`src/rtl/genius_pkg.sv`:
```
// Shared definitions for the Genius game controller: state encodings,
// display-select constants and the per-state control output decode.
package genius_pkg;

    localparam logic [2:0] ST_INIT      = 3'd0;
    localparam logic [2:0] ST_SETUP     = 3'd1;
    localparam logic [2:0] ST_PLAY_FPGA = 3'd2;
    localparam logic [2:0] ST_PLAY_USER = 3'd3;
    localparam logic [2:0] ST_CHECK     = 3'd4;
    localparam logic [2:0] ST_NEXT_RND  = 3'd5;
    localparam logic [2:0] ST_CHECK_WIN = 3'd6;
    localparam logic [2:0] ST_RESULT    = 3'd7;

    // Display select: status shows level/time/round, result shows points.
    localparam logic SEL_STATUS = 1'b1;
    localparam logic SEL_RESULT = 1'b0;

    typedef enum logic [2:0] {
        S_INIT      = ST_INIT,
        S_SETUP     = ST_SETUP,
        S_PLAY_FPGA = ST_PLAY_FPGA,
        S_PLAY_USER = ST_PLAY_USER,
        S_CHECK     = ST_CHECK,
        S_NEXT_RND  = ST_NEXT_RND,
        S_CHECK_WIN = ST_CHECK_WIN,
        S_RESULT    = ST_RESULT
    } state_t;

    typedef struct packed {
        logic r1;
        logic r2;
        logic e1;
        logic e2;
        logic e3;
        logic e4;
        logic sel;
    } ctrl_t;

    // Moore output table; anything not named for a state stays 0.
    function automatic ctrl_t decode_ctrl(input state_t s);
        ctrl_t c;
        c = '0;
        case (s)
            S_INIT:      begin c.r1 = 1'b1; c.r2 = 1'b1; c.sel = SEL_RESULT; end
            S_SETUP:     begin c.e1 = 1'b1; c.sel = SEL_STATUS; end
            S_PLAY_FPGA: begin c.e3 = 1'b1; c.sel = SEL_STATUS; end
            S_PLAY_USER: begin c.e2 = 1'b1; c.sel = SEL_STATUS; end
            S_CHECK:     c.sel = SEL_STATUS;
            S_NEXT_RND:  begin c.e4 = 1'b1; c.r2 = 1'b1; c.sel = SEL_STATUS; end
            S_CHECK_WIN: c.sel = SEL_STATUS;
            S_RESULT:    c.sel = SEL_RESULT;
            default:     c = '0;
        endcase
        return c;
    endfunction

endpackage

```
`src/rtl/genius_key_edge.sv`:
```
// Key synchronizer and falling-edge detector. Produces a registered
// one-cycle pulse per press, however long the key is held.
module key_edge
    import genius_pkg::*;
#(
    parameter int SYNC_STAGES = 2
) (
    input  logic clk_sys,
    input  logic reset,
    input  logic key_n,
    output logic fall_pulse
);

    logic [SYNC_STAGES-1:0] sync_q;
    logic                   prev_q;
    logic [SYNC_STAGES:0]   fill_q;
    logic                   sync_lvl;

    assign sync_lvl = sync_q[SYNC_STAGES-1];

    // Synchronize, delay one cycle for edge compare, and only arm the
    // detector once both compared samples come from post-reset key data,
    // so a key held down across reset release is not seen as a press.
    always_ff @(posedge clk_sys) begin
        if (reset) begin
            sync_q     <= '1;
            prev_q     <= 1'b1;
            fill_q     <= '0;
            fall_pulse <= 1'b0;
        end else begin
            sync_q     <= {sync_q[SYNC_STAGES-2:0], key_n};
            prev_q     <= sync_lvl;
            fill_q     <= {fill_q[SYNC_STAGES-1:0], 1'b1};
            fall_pulse <= fill_q[SYNC_STAGES] & prev_q & ~sync_lvl;
        end
    end

endmodule

```
`src/rtl/genius_control.sv`:
```
// Genius game sequencing controller: Moore FSM driving datapath resets,
// enables and display select from game status flags and the enter key.
module genius_control
    import genius_pkg::*;
#(
    parameter int SYNC_STAGES = 2
) (
    input  logic       CLOCK_50,
    input  logic       reset,
    input  logic       enter_n,
    input  logic       end_FPGA,
    input  logic       end_User,
    input  logic       end_time,
    input  logic       win,
    input  logic       match,
    output logic       R1,
    output logic       R2,
    output logic       E1,
    output logic       E2,
    output logic       E3,
    output logic       E4,
    output logic       SEL,
    output logic [2:0] state_o
);

    state_t state_q;
    state_t state_d;
    ctrl_t  ctrl_q;
    logic   enter_pulse;

    key_edge #(.SYNC_STAGES(SYNC_STAGES)) u_key_edge (
        .clk_sys    (CLOCK_50),
        .reset      (reset),
        .key_n      (enter_n),
        .fall_pulse (enter_pulse)
    );

    // Next-state rules; the enter pulse only matters in SETUP and RESULT.
    always_comb begin
        state_d = S_INIT;
        case (state_q)
            S_INIT:      state_d = S_SETUP;
            S_SETUP:     state_d = enter_pulse ? S_PLAY_FPGA : S_SETUP;
            S_PLAY_FPGA: state_d = end_FPGA ? S_PLAY_USER : S_PLAY_FPGA;
            S_PLAY_USER: begin
                if (end_time)
                    state_d = S_RESULT;
                else if (end_User)
                    state_d = S_CHECK;
                else
                    state_d = S_PLAY_USER;
            end
            S_CHECK:     state_d = match ? S_NEXT_RND : S_RESULT;
            S_NEXT_RND:  state_d = S_CHECK_WIN;
            S_CHECK_WIN: state_d = win ? S_RESULT : S_PLAY_FPGA;
            S_RESULT:    state_d = enter_pulse ? S_INIT : S_RESULT;
            default:     state_d = S_INIT;
        endcase
    end

    // State register with outputs registered alongside it, so the outputs
    // always equal the decode of the current state and never glitch.
    always_ff @(posedge CLOCK_50) begin
        if (reset) begin
            state_q <= S_INIT;
            ctrl_q  <= decode_ctrl(S_INIT);
        end else begin
            state_q <= state_d;
            ctrl_q  <= decode_ctrl(state_d);
        end
    end

    assign R1      = ctrl_q.r1;
    assign R2      = ctrl_q.r2;
    assign E1      = ctrl_q.e1;
    assign E2      = ctrl_q.e2;
    assign E3      = ctrl_q.e3;
    assign E4      = ctrl_q.e4;
    assign SEL     = ctrl_q.sel;
    assign state_o = state_q;

endmodule

```
`config.mk`:
```
export PLATFORM = sky130hd
export DESIGN_NAME = genius_control
export DESIGN_NICKNAME = d
export VERILOG_FILES = /design/src/rtl/genius_pkg.sv /design/src/rtl/genius_key_edge.sv /design/src/rtl/genius_control.sv
export SDC_FILE = /design/constraint.sdc
export NUM_CORES = 1
export LEC_CHECK = 0
export ABC_AREA = 1
export ABC_CLOCK_PERIOD_IN_PS = 3800
export BUFFER_PORTS_ARGS = -buffer_cell sky130_fd_sc_hd__clkbuf_2
export CAP_MARGIN = 5
export CORE_MARGIN = 2
export CORE_UTILIZATION = 49
export CTS_CLUSTER_SIZE = 40
export DETAILED_ROUTE_END_ITERATION = 6
export PLACE_DENSITY = 0.81
export SLEW_MARGIN = 20
export SYNTH_ARGS = -nofsm -noshare
export SYNTH_HDL_FRONTEND = slang
export SYNTH_SLANG_ARGS = --single-unit
```
`constraint.sdc`:
```
create_clock -name CLOCK_50 -period 3.8 [get_ports CLOCK_50]
set_input_delay 0 -clock CLOCK_50 [delete_from_list [all_inputs] [get_ports CLOCK_50]]
set_output_delay 0 -clock CLOCK_50 [all_outputs]
set_load 0.02 [all_outputs]
```
== Word-level counts from Yosys, hierarchy flattened ==
Index checks and enable logic that the tools add are counted.
Operators by class
  equal/unequal tests: 14
  muxes and demuxes: 16
  bitwise operators: 3
  reductions and logical operators: 5
Operator list (count)
  $eq 3x3->1 const B: 8
  $pmux 3 s8: 1
  $eq 3x2->1 const B: 4
  $mux 3: 4
  $mux 1: 8
  $eq 3x1->1 const B: 2
  $logic_not 3->1: 2
  $reduce_or 6->1: 1
  $mux 2: 2
  $reduce_or 2->1: 2
  $and 1x1->1: 2
  $pmux 1 s2: 1
  $not 1->1: 1
Word-level totals
  register bits: 17
  output and inout bits: 10
  word-level logic and storage cells: 51

== Depth between registers and ports, before layout ==
Gate-level depths: netlist of the first run.
  depth after elaboration: 6
  mapped depth: 11
  gate-level depth less buffers: 10

== Hierarchy ==
A second synthesis of the first run with hierarchy kept.
Second synthesis, totals
  cell total of the unflattened synthesis: 96
  area total of the unflattened synthesis: 728.2 µm²
By module, submodules not included
  genius_control: instances 1, cells an instance 78, area an instance 539.3 µm², seq. area each 200.2 µm²
  key_edge: instances 1, cells an instance 18, area an instance 188.9 µm², seq. area each 140.1 µm²

== Worst setup path after synthesis of the first run ==
OpenSTA, ideal clock, no wires.
  kind: flip-flop to flip-flop
  start: reg state_q[0], in the netlist state_o[0]
  end: reg ctrl_q, in the netlist R2
  setup time: 123 ps
  arrival time: 1254 ps
  required time: 3677 ps
  slack: 2423 ps
  stages on the path, launching flop included: 10
  path buffers: 1
  period minus slack after synthesis: 1377 ps
  cell sequence: dfxtp_1 -> buf_6 -> inv_2 -> nand2_2 -> nor2_4 -> nor2_4 -> inv_2 -> nor2_4 -> nand3b_1 -> nand3_1
Between the ends
  longest elaborated chain between the ends: 5
  elaborated cells between the ends (all ways): 13
  those cells by class: 8 x eq/ne; 2 x mux; 3 x reduce/logical
RTL lines
  start: declaration: RTL line genius_control.sv:26  | state_t state_q;
  start signal: assignment: RTL line genius_control.sv:68  | state_q <= state_d;
  $eq 3x3->1, or another cell as far along: RTL line genius_control.sv:41  | case (state_q)
  $pmux 3 s8 (*): RTL line genius_control.sv:41
  $eq 3x3->1 / $logic_not 3->1 (equally long branches): RTL line genius_pkg.sv:43  | case (s)
  $reduce_or 2->1 (no source line) (*)
  $mux 1 (*): RTL line genius_pkg.sv:43
  end signal: assignment: RTL line genius_control.sv:66  | ctrl_q <= decode_ctrl(S_INIT);
  end signal: assignment: RTL line genius_control.sv:69  | ctrl_q <= decode_ctrl(state_d);
  end: declaration: RTL line genius_control.sv:28  | ctrl_t ctrl_q;
Mark *: on every way between the ends. The rest lies on a longest branch, timed or not.
A chain may end at the register's enable or synchronous reset.

== Final worst setup path of the first run ==
  start: reg state_q[2], in the netlist state_o[2]
  end: reg ctrl_q, in the netlist SEL
Between the ends
  longest elaborated chain between the ends: 5
  elaborated cells between the ends (all ways): 20
  those cells by class: 14 x eq/ne; 2 x mux; 4 x reduce/logical
RTL lines (RTL line)
  $eq 3x3->1, or another cell as far along: genius_control.sv:41
  $pmux 3 s8 (*): genius_control.sv:41
  $eq 3x3->1, or another cell as far along: genius_pkg.sv:43
  $reduce_or 6->1 (no source line) / $reduce_or 2->1 (equally long branches)
  $pmux 1 s2 (*): genius_pkg.sv:43
Marked as above.

==> parameters.txt, run 1 <==
Parameter                              Value

Synth
  Synth Area in XOR/XNOR ... 0%
  Syn. warnings ... 0
  Syn_nets ... 102
  Sequential fraction of the synthesis area ... a little over two fifths
  Combinational family with the most area after synthesis ... simple AND/OR/NAND/NOR gates
  Synthesized area ... 777 um^2
  Count of mapped cells out of synthesis ... 94
  Number of synthesized register bits ... 17
  Number of distinct library cells after synthesis ... 19
  Avg Inst Size Synth ... 8.27 um^2
  Post-synthesis adder-cell area fraction ... 0%
  Multiplexer share of the synthesized area ... 0%
  Post-synthesis simple-gate area fraction ... 43.3%
  Synth Area in Compound Gates ... 3.22%

Run
  Max-capacitance violation count ... 0

Die
  Area of the die ... 1920 um^2
  Core Area ... around 1500 um^2
  Number of rows in the core area ... 14
  Initial cell density of the core ... 52.2%
  Floorplan die width ... between 40 and 50 um
  Number of I/O pins ... 18
  Die Y-Extent ... 43.8 um

Cells and area
  Antenna diodes ... 0
  Number of filler cells placed in the layout ... roughly 140
  Fraction of final layout cells sized beyond drive strength 1 ... around 45%
  Area grow syn2layout ... 16.1%
  NumNets Final ... 123

Worst setup path
  Highest-delay cell along the critical path ... sky130_fd_sc_hd__dfxtp_1
  Worst stage delay on the critical path ... 580 ps
  Worst-path fanout max ... 12
  Element type at the critical path start ... flop
  Required time of the worst setup path ... 3990 ps
  Worst-case reg-to-reg path depth ... 7
  Crit-path cells ... inv_1, nand4_1, nand3_2, nor2_1, nand3_2, nand2_2, nor2_2
  Most Frequent Cell on Critical Path ... sky130_fd_sc_hd__nand3_2
  Capturing element type of the critical path ... flop
  Start-to-end type of the worst setup path ... flop to flop
  Worst EP arrival ... 1680 ps

Clock tree
  Clock-pin slew on the worst setup and hold paths ... ~90 ps
  CTS Root Cell ... sky130_fd_sc_hd__clkbuf_4
  Count of clock tree sinks ... 17
  Num CTS Buffers ... 3
  Clock tree from TritonCTS ... built
  Maximum buffer depth of the clock tree ... 2
  Clock latency at the later pin of the worst-skew pair ... 280 ps
  CTS HTree Levels ... 1
  Number of buffers added for setup after CTS ... 0

Outcome
  Status ... finished clean

STA
  Max transition margin ... 72.5%
  Maximum frequency from static timing analysis ... 670 MHz
  Post-Route Setup TNS ... 0 ps
  Unrepaired setup endpoints after global routing ... false
  Period Utilization, post-route ... between 30% and 40%
  Final setup viols ... 0
  Setup clock skew after layout ... 1.34 ps
  Count of final max-slew check failures ... 0
  Final hold violations ... 0
  Post-route minimum period ... around 1500 ps
  Slew at the pin with the worst max-slew slack ... 412 ps

Pwr
  Overall power after layout ... 0.318 mW
  Max VDD drop ... 0.179 mV
  LEAKAGE ... between 0.4 and 0.5 nW
  Areal power density over the cells ... 353 nW/um^2

Routing
  Routed wire per std cell ... slightly above 10 um
  DRC viols ... 0
  Mean number of vias per cell ... ~4.7
  Total wirelength of the detailed-routed design ... 1.32 mm
  Total vias in the final route ... 616
  Number of antenna-violating nets in the routed design ... 0
  Detailed Route Iter0 Violations ... 10
  Initial DRT Pass Iterations ... 4

Global routing
  Via count of the first global-routing pass ... 564
  Largest net degree at the start of global routing ... 13
  Combined global-route utilization of all metal layers ... approximately 16%
  Antenna violations before repair ... 0
  Sum of overflow across all layers after global routing ... 0
  First-pass GRT wire length ... 2.20 mm

Worst hold path
  Type of the tightest min-delay check ... input port to flop
  Number of stages on the worst hold path ... 5

Placed design
  Placer congestion estimate ... 0.898
  I/O Buffers ... 17
  Half-perimeter wire length of the detailed placement result ... 1.06 mm
==> final cells by class <==
cell class,count,area (um^2),share of cell area (%)
Inverter,13,48.8,5.41
Tap cell,16,20.0,2.22
Clock buffer,4,26.3,2.91
Sequential cell,17,340,37.7
Multi-Input combinational cell,61,362,40.1
Timing Repair Buffer,19,105,11.7
==> layout by cell type, fill, tap and decap left out, drive strengths merged <==
cell type	count
a21oi	1
clkbuf	21
dfxtp	17
dlygate4sd3	2
inv	13
nand2	22
nand3	5
nand3b	1
nand4	4
nor2	22
nor3	1
o211ai	1
o21ai	1
or2	3
==> critical path: cells and delay by family (launching register included) <==
family	cells	cell delay, ps
flip-flops	1	580
AND/OR/NAND/NOR	6	640
buffers and inverters	1	170
==> per-stage QoR <==
stage	instance area, um^2	hold slack (ps)	utilization, %	std cells	worst slack (ps)
after global routing	902	145	60.6	130	2210
after global placement	856	185	57.5	124	2320
after CTS	902	103	60.6	130	2320
final	902	101	60.6	130	2310
after floorplan	777	104	-	94	2420
after detailed placement	856	184	57.5	124	2330
==> logic make-up after synthesis <==
family / Yosys count
DFF: 17
buffers and inverters: 16
and+or+nand+nor: 58
AOI/OAI and AO/OA: 3
==> path summary, 6_finish.rpt <==
check                             from  slack [ps]                    to
setup reg to reg            state_o[2]        2310                   SEL
hold reg to reg   u_key_edge.fill_q[1]         410  u_key_edge.fill_q[2]
hold / removal                end_FPGA         100            state_o[0]
setup / recovery            state_o[2]        2310                   SEL
==> synthesized netlist by cell type <==
master | n | area [um^2]
sky130_fd_sc_hd__nor2_4 | 6 | 67.6
sky130_fd_sc_hd__dfxtp_1 | 17 | 340
sky130_fd_sc_hd__nand2_2 | 9 | 56.3
sky130_fd_sc_hd__o211ai_1 | 1 | 7.51
sky130_fd_sc_hd__nand3_2 | 2 | 20.0
sky130_fd_sc_hd__nand3b_1 | 1 | 7.51
sky130_fd_sc_hd__or2_2 | 3 | 18.8
sky130_fd_sc_hd__buf_6 | 2 | 22.5
sky130_fd_sc_hd__nor3_2 | 1 | 10.0
sky130_fd_sc_hd__inv_2 | 5 | 18.8
sky130_fd_sc_hd__nand2_1 | 13 | 48.8
sky130_fd_sc_hd__nor2_2 | 3 | 18.8
sky130_fd_sc_hd__inv_1 | 8 | 30.0
sky130_fd_sc_hd__nand4_1 | 4 | 25.0
sky130_fd_sc_hd__nor2_1 | 13 | 48.8
sky130_fd_sc_hd__a21oi_2 | 1 | 8.76
sky130_fd_sc_hd__o21ai_2 | 1 | 8.76
sky130_fd_sc_hd__clkbuf_1 | 1 | 3.75
sky130_fd_sc_hd__nand3_1 | 3 | 15.0
==> routing by layer <==
metal,track usage (%),part of all wire [%]
met1,18.3,45
met4,10.3,2.0
met5,0,0
met2,25.6,49
met3,2.92,4.0
==> power by group <==
group / leakage, nW / internal, mW / switching, mW
clock network: 0.0150 / 0.0407 / 0.0501
logic: 0.277 / 0.0147 / 0.0226
registers: 0.140 / 0.186 / 0.00434
total: 0.433 / 0.241 / 0.0770
==> timing repair <==
action,4_1_cts,5_1_grt
hold buffers,2,0
resized for setup,0,0
hold endpoints to repair,5,0
No activity file was read; power rests on OpenSTA's default activity.
==> run 2, diff against run 1 <==
--- a/config.mk
+++ b/config.mk
@@ -6,7 +6,7 @@
 export NUM_CORES = 1
 export LEC_CHECK = 0
 export ABC_AREA = 1
-export ABC_CLOCK_PERIOD_IN_PS = 3800
+export ABC_CLOCK_PERIOD_IN_PS = 1400
 export BUFFER_PORTS_ARGS = -buffer_cell sky130_fd_sc_hd__clkbuf_2
 export CAP_MARGIN = 5
 export CORE_MARGIN = 2
==> constraint.sdc (replaced) <==
create_clock -name CLOCK_50 -period 1.4 [get_ports CLOCK_50]
set_input_delay 0 -clock CLOCK_50 [delete_from_list [all_inputs] [get_ports CLOCK_50]]
set_output_delay 0 -clock CLOCK_50 [all_outputs]
set_load 0.02 [all_outputs]
==> parameters.txt, run 2 (synthesized netlist as in run 1, its figures left out) <==
Parameter                              Value

Outcome
  Status ... finished clean

Cells and area
  Area grow syn2layout ... 24.5%
  Multi-input logic area ... 369 um^2 (+2.1%)
  NumNets Final ... 130 (+5.7%)
  Most frequent cells in the layout ... sky130_fd_sc_hd__clkbuf_2, sky130_fd_sc_hd__dfxtp_1, sky130_fd_sc_hd__nand2_1
  Antenna diodes ... 0 (unchanged)
  Fraction of final layout cells sized beyond drive strength 1 ... 52.1% (+7.3 points)
  Commonest non-fill, non-tap cell in the layout ... sky130_fd_sc_hd__clkbuf_2
  Number of filler cells placed in the layout ... 120 (-14%)
  Area taken by flip-flops and latches ... 345 um^2 (+1.5%)

Global routing
  Sum of overflow across all layers after global routing ... 0 (unchanged)
  Largest net degree at the start of global routing ... 10 (-3)
  Combined global-route utilization of all metal layers ... 15.9% (+0.27 points)
  First-pass GRT wire length ... 2.18 mm (-0.95%)
  Via count of the first global-routing pass ... 548 (-2.8%)
  Antenna violations before repair ... 0 (unchanged)

Routing
  Mean number of vias per cell ... 4.64 (-2.2%)
  Total wirelength of the detailed-routed design ... 1.41 mm (+7.3%)
  Initial DRT Pass Iterations ... 4 (unchanged)
  Total vias in the final route ... 635 (+3.1%)
  Number of antenna-violating nets in the routed design ... 0 (unchanged)
  Routed wire per std cell ... 10.3 um (+1.8%)
  Detailed Route Iter0 Violations ... 4 (-6)
  DRC viols ... 0 (unchanged)

Die
  Area of the die ... 1920 um^2 (unchanged)
  Number of I/O pins ... 18 (unchanged)
  Core Area ... 1490 um^2 (unchanged)
  Floorplan die width ... 43.8 um (unchanged)
  Number of rows in the core area ... 14 (unchanged)
  Initial cell density of the core ... 52.2% (unchanged)
  Die Y-Extent ... 43.8 um (unchanged)

Placed design
  Placer congestion estimate ... 0.812 (-9.6%)
  Half-perimeter wire length of the detailed placement result ... 1.12 mm (+6.3%)
  I/O Buffers ... 17 (unchanged)

Pwr
  Internal portion of total power ... 0.659 mW (+170%)
  LEAKAGE ... 0.471 nW (+8.8%)
  Max VDD drop ... 0.558 mV (+210%)
  Areal power density over the cells ... 897 nW/um^2 (+150%)
  Sequential share of power ... 59.4% (-0.4 points)
  Portion of total power attributed to combinational logic ... 12.6% (+0.9 points)
  Clock power share ... 27.9% (-0.6 points)
  Switching share of power ... 24.0% (-0.17 points)
  Net Switching ... 0.209 mW (+170%)

STA
  Period Utilization, post-route ... 93.4% (+54 points)
  Max transition margin ... 89.7% (+17 points)
  Final hold violations ... 0 (unchanged)
  Unrepaired setup endpoints after global routing ... false
  Count of final max-slew check failures ... 0 (unchanged)
  Post-route minimum period ... 1310 ps (-184 ps)
  Maximum frequency from static timing analysis ... 764 MHz (+14%)
  Minimum hold slack ... 92.8 ps (-8.14 ps)
  Post-Route Setup TNS ... 0 ps (unchanged)
  Setup clock skew after layout ... 4.58 ps (+3.23 ps)
  Final setup viols ... 0 (unchanged)
  Slew at the pin with the worst max-slew slack ... 154 ps (-258 ps)

Worst hold path
  Type of the tightest min-delay check ... input port to flop

Worst setup path
  Worst-path fanout max ... 9 (-3)
  Required time of the worst setup path ... 1580 ps (-2410 ps)
  Element type at the critical path start ... flop
  Capturing element type of the critical path ... flop
  Start-to-end type of the worst setup path ... flop to flop
  Worst EP arrival ... 1490 ps (-190 ps)

Clock tree
  CTS HTree Levels ... 1 (unchanged)
  Clock latency at the later pin of the worst-skew pair ... 280 ps (about the same)
  CTS Root Cell ... sky130_fd_sc_hd__clkbuf_4
  Clock-pin slew on the worst setup and hold paths ... 80 ps (about the same)
  Num CTS Buffers ... 3 (unchanged)
  Count of clock tree sinks ... 17 (unchanged)
  Clock tree from TritonCTS ... built
  Maximum buffer depth of the clock tree ... 2 (unchanged)

Run
  Max-capacitance violation count ... 0 (unchanged)
## run 2: changes by cell type in the layout (fill, tap and decap cells not counted), sizes merged
cell / previous run / this run
buf: 0 / 7
## run 2: critical path: stages, from the launching register on
cell                      delay, ps
sky130_fd_sc_hd__dfxtp_1        340
sky130_fd_sc_hd__buf_4          160
sky130_fd_sc_hd__inv_1          100
sky130_fd_sc_hd__nand4_1        150
sky130_fd_sc_hd__nand2_2         80
sky130_fd_sc_hd__nor2_4         160
sky130_fd_sc_hd__nand3_2        110
sky130_fd_sc_hd__nand2_2         80
sky130_fd_sc_hd__nor2_2          30
## run 2: per-stage QoR
| stage | std cells | power (mW) | setup WS [ps] | util [%] | cell area (um^2) |
|---|---|---|---|---|---|
| finish | 137 | 0.868 | 91.8 | 65.0 | 967 |
| global route | 137 | 0.914 | 4.27 | 65.0 | 967 |
| CTS | 135 | 0.882 | 59.9 | 63.2 | 941 |
| detailed placement | 129 | 0.632 | 2.03 | 60.0 | 893 |
| global placement | 129 | 0.627 | 40.6 | 60.0 | 893 |
| floorplan | 94 | 0.598 | 23.4 | - | 777 |
## run 2: what timing repair did
| item | in CTS | in global routing |
|---|---|---|
| hold endpoints to repair | 4 | 0 |
| gates resized for setup | 1 | 5 |
| setup endpoints to repair | 2 | 3 |
| pin swaps | 0 | 1 |
| setup buffers | 0 | 2 |
| hold buffers | 2 | 0 |
## run 2: power by group through the flow
stage                     registers (mW)  logic [mW]  clock network [mW]
after CTS                          0.516       0.109               0.256
after detailed placement           0.527       0.104                   0
after floorplan                    0.539      0.0589                   0
final                              0.516       0.110               0.242
after global routing               0.519       0.119               0.276
after global placement             0.525       0.102                   0
## run 2: layout make-up
type	count	share of cell area [%]
Sequential cell	17	35.7
Multi-Input combinational cell	61	38.2
Tap cell	16	2.07
Timing Repair Buffer	26	16.3
Clock buffer	4	2.72
Inverter	13	5.05
## run 2: routing by layer
| layer | routed length [um] | track usage, % | share of wire (%) |
|---|---|---|---|
| met1 | 624 | 18.9 | 44 |
| met2 | 716 | 25.9 | 51 |
| met3 | 46 | 3.75 | 3.3 |
| met4 | 25 | 9.09 | 1.8 |
| met5 | 0 | 0 | 0 |
## run 2: path summary, 6_finish.rpt
kind	from	to	slack [ps]	depth (start not counted)
worst max-delay path	state_o[2]	SEL	90	8
worst min-delay path	end_time	state_o[2]	90	5
worst max register to register	state_o[2]	SEL	90	8
worst min register to register	u_key_edge.fill_q[1]	u_key_edge.fill_q[2]	420	2
==> run 3, diff against run 2 <==
--- a/config.mk
+++ b/config.mk
@@ -10,10 +10,11 @@
 export BUFFER_PORTS_ARGS = -buffer_cell sky130_fd_sc_hd__clkbuf_2
 export CAP_MARGIN = 5
 export CORE_MARGIN = 2
-export CORE_UTILIZATION = 49
+export CORE_UTILIZATION = 50
 export CTS_CLUSTER_SIZE = 40
 export DETAILED_ROUTE_END_ITERATION = 6
-export PLACE_DENSITY = 0.81
+export PLACE_DENSITY = 0.75
+export REMOVE_ABC_BUFFERS = 1
 export SLEW_MARGIN = 20
 export SYNTH_ARGS = -nofsm -noshare
 export SYNTH_HDL_FRONTEND = slang
==> parameters.txt, run 3 (synthesized netlist as in run 1, its figures left out) <==
Parameter                              Value

Outcome
  Status ... finished clean

Worst setup path
  Element type at the critical path start ... flop
  Crit-path cells ... inv_2, nand2_2, nor2_4, nor2_4, inv_2, nor2_4, nand3b_1, nand3_1
  Worst stage delay on the critical path ... 410 ps (+70 ps)
  Highest-delay cell along the critical path ... sky130_fd_sc_hd__dfxtp_4
  CP top delay family ... simple AND/OR/NAND/NOR gates
  Most Frequent Cell on Critical Path ... sky130_fd_sc_hd__nor2_4
  Required time of the worst setup path ... 1570 ps (about the same)
  Worst EP arrival ... 1450 ps (-40 ps)
  Start-to-end type of the worst setup path ... flop to flop
  Worst-path fanout max ... 10 (+1)
  WP buf/inv ... 2 (unchanged)
  Crit path depth ... 8 (unchanged)
  Worst-case reg-to-reg path depth ... 8 (unchanged)
  Capturing element type of the critical path ... flop

Die
  Floorplan die width ... 43.4 um (-0.91%)
  Initial cell density of the core ... 52.2% (unchanged)
  Die Y-Extent ... 43.4 um (-0.91%)
  Area of the die ... 1890 um^2 (-1.8%)
  Number of rows in the core area ... 14 (unchanged)
  Number of I/O pins ... 18 (unchanged)
  Core Area ... 1490 um^2 (unchanged)

Clock tree
  Maximum buffer depth of the clock tree ... 2 (unchanged)
  CTS HTree Levels ... 1 (unchanged)
  Clock latency at the later pin of the worst-skew pair ... 280 ps (about the same)
  Num CTS Buffers ... 3 (unchanged)
  CTS Root Cell ... sky130_fd_sc_hd__clkbuf_4
  Clock tree from TritonCTS ... built
  Clock-pin slew on the worst setup and hold paths ... 90 ps (about the same)
  Number of buffers added for setup after CTS ... 0 (unchanged)
  Count of clock tree sinks ... 17 (unchanged)

Pwr
  LEAKAGE ... 0.448 nW (-4.9%)
  Max VDD drop ... 0.685 mV (+23%)
  Areal power density over the cells ... 932 nW/um^2 (+3.9%)
  Overall power after layout ... 0.862 mW (-0.66%)

Routing
  Mean number of vias per cell ... 4.76 (+2.6%)
  Number of antenna-violating nets in the routed design ... 0 (unchanged)
  Initial DRT Pass Iterations ... 4 (unchanged)
  Total vias in the final route ... 628 (-1.1%)
  DRC viols ... 0 (unchanged)
  Routed wire per std cell ... 10.1 um (-2.0%)
  Total wirelength of the detailed-routed design ... 1.33 mm (-5.6%)
  Detailed Route Iter0 Violations ... 11 (+7)

Placed design
  Placer congestion estimate ... 0.857 (+5.5%)
  Pre-CTS worst setup slack ... -8.91 ps (-10.9 ps)
  Half-perimeter wire length of the detailed placement result ... 1.04 mm (-7.8%)
  I/O Buffers ... 17 (unchanged)

Global routing
  Combined global-route utilization of all metal layers ... 15.8% (-0.063 points)
  First-pass GRT wire length ... 2.17 mm (-0.32%)
  Antenna violations before repair ... 0 (unchanged)
  Sum of overflow across all layers after global routing ... 0 (unchanged)
  Via count of the first global-routing pass ... 576 (+5.1%)
  Largest net degree at the start of global routing ... 11 (+1)

STA
  Final setup viols ... 0 (unchanged)
  Maximum frequency from static timing analysis ... 778 MHz (+1.7%)
  Slew at the pin with the worst max-slew slack ... 204 ps (+50.3 ps)
  Minimum hold slack ... 96.6 ps (+3.81 ps)
  Unrepaired setup endpoints after global routing ... false
  Post-route minimum period ... 1290 ps (-22.4 ps)
  Final hold violations ... 0 (unchanged)
  Max transition margin ... 86.3% (-3.4 points)
  Count of final max-slew check failures ... 0 (unchanged)
  Final worst setup slack ... 114 ps (+22.4 ps)
  Setup clock skew after layout ... 6.35 ps (+1.78 ps)
  Period Utilization, post-route ... 91.8% (-1.6 points)

Worst hold path
  Type of the tightest min-delay check ... input port to flop
  Number of stages on the worst hold path ... 5 (unchanged)

Cells and area
  Area grow syn2layout ... 19.0%
  NumNets Final ... 125 (-3.8%)
  Commonest non-fill, non-tap cell in the layout ... sky130_fd_sc_hd__clkbuf_2
  Fraction of final layout cells sized beyond drive strength 1 ... 49.1% (-2.9 points)
  Utilization after layout ... 62.1% (-2.9 points)
  Antenna diodes ... 0 (unchanged)
  Most frequent cells in the layout ... sky130_fd_sc_hd__clkbuf_2, sky130_fd_sc_hd__dfxtp_1, sky130_fd_sc_hd__nand2_1, sky130_fd_sc_hd__nor2_1, sky130_fd_sc_hd__nand2_2

Run
  Max-capacitance violation count ... 0 (unchanged)
-- run 3: final cells by class --
| cell class | instances | area [um^2] |
|---|---|---|
| Inverter | 13 | 48.8 |
| Multi-Input combinational cell | 61 | 362 |
| Sequential cell | 17 | 347 |
| Fill cell | 134 | 564 |
| Clock buffer | 3 | 22.5 |
| Clock inverter | 1 | 5.00 |
| Timing Repair Buffer | 21 | 120 |
| Tap cell | 16 | 20.0 |
-- run 3: routing by layer --
layer  track usage [%]  routed length (um)
met3              2.50                  52
met5                 0                   0
met4              12.7                  25
met1              18.5                 578
met2              25.4                 676
-- run 3: final timing paths --
| kind | startpoint | end | slack, ps |
|---|---|---|---|
| setup / recovery | state_o[0] | R2 | 110 |
| hold / removal | end_time | state_o[2] | 100 |
| setup reg to reg | state_o[0] | R2 | 110 |
| hold reg to reg | u_key_edge.fill_q[1] | u_key_edge.fill_q[2] | 400 |
-- run 3: power breakdown --
group | switching [mW] | total, mW | internal, mW | leakage [nW]
combinational | 0.0613 | 0.101 | 0.0401 | 0.288
sequential | 0.0116 | 0.516 | 0.504 | 0.142
clock | 0.139 | 0.245 | 0.106 | 0.0177
-- run 3: timing repair --
item / 4_1_cts / 5_1_grt
setup endpoints to repair: 2 / 6
resized for setup: 1 / 3
hold buffers: 2 / 0
pin swaps: 0 / 0
endpoints found under the hold margin: 6 / 0
-- run 3: per-stage QoR --
stage	instances	TNS, ps	area, um^2
finish	132	0	925
global route	132	0	925
CTS	132	0	920
detailed placement	126	-15.4	871
global placement	126	-1.79	871
floorplan	91	-55.0	751
-- run 3: worst register-to-register path: stages (launching register included) --
cell and delay (ps):
sky130_fd_sc_hd__dfxtp_4 410, sky130_fd_sc_hd__inv_2 40, sky130_fd_sc_hd__nand2_2 100, sky130_fd_sc_hd__nor2_4 50, sky130_fd_sc_hd__nor2_4 130, sky130_fd_sc_hd__inv_2 50, sky130_fd_sc_hd__nor2_4 150, sky130_fd_sc_hd__nand3b_1 150
sky130_fd_sc_hd__nand3_1 80
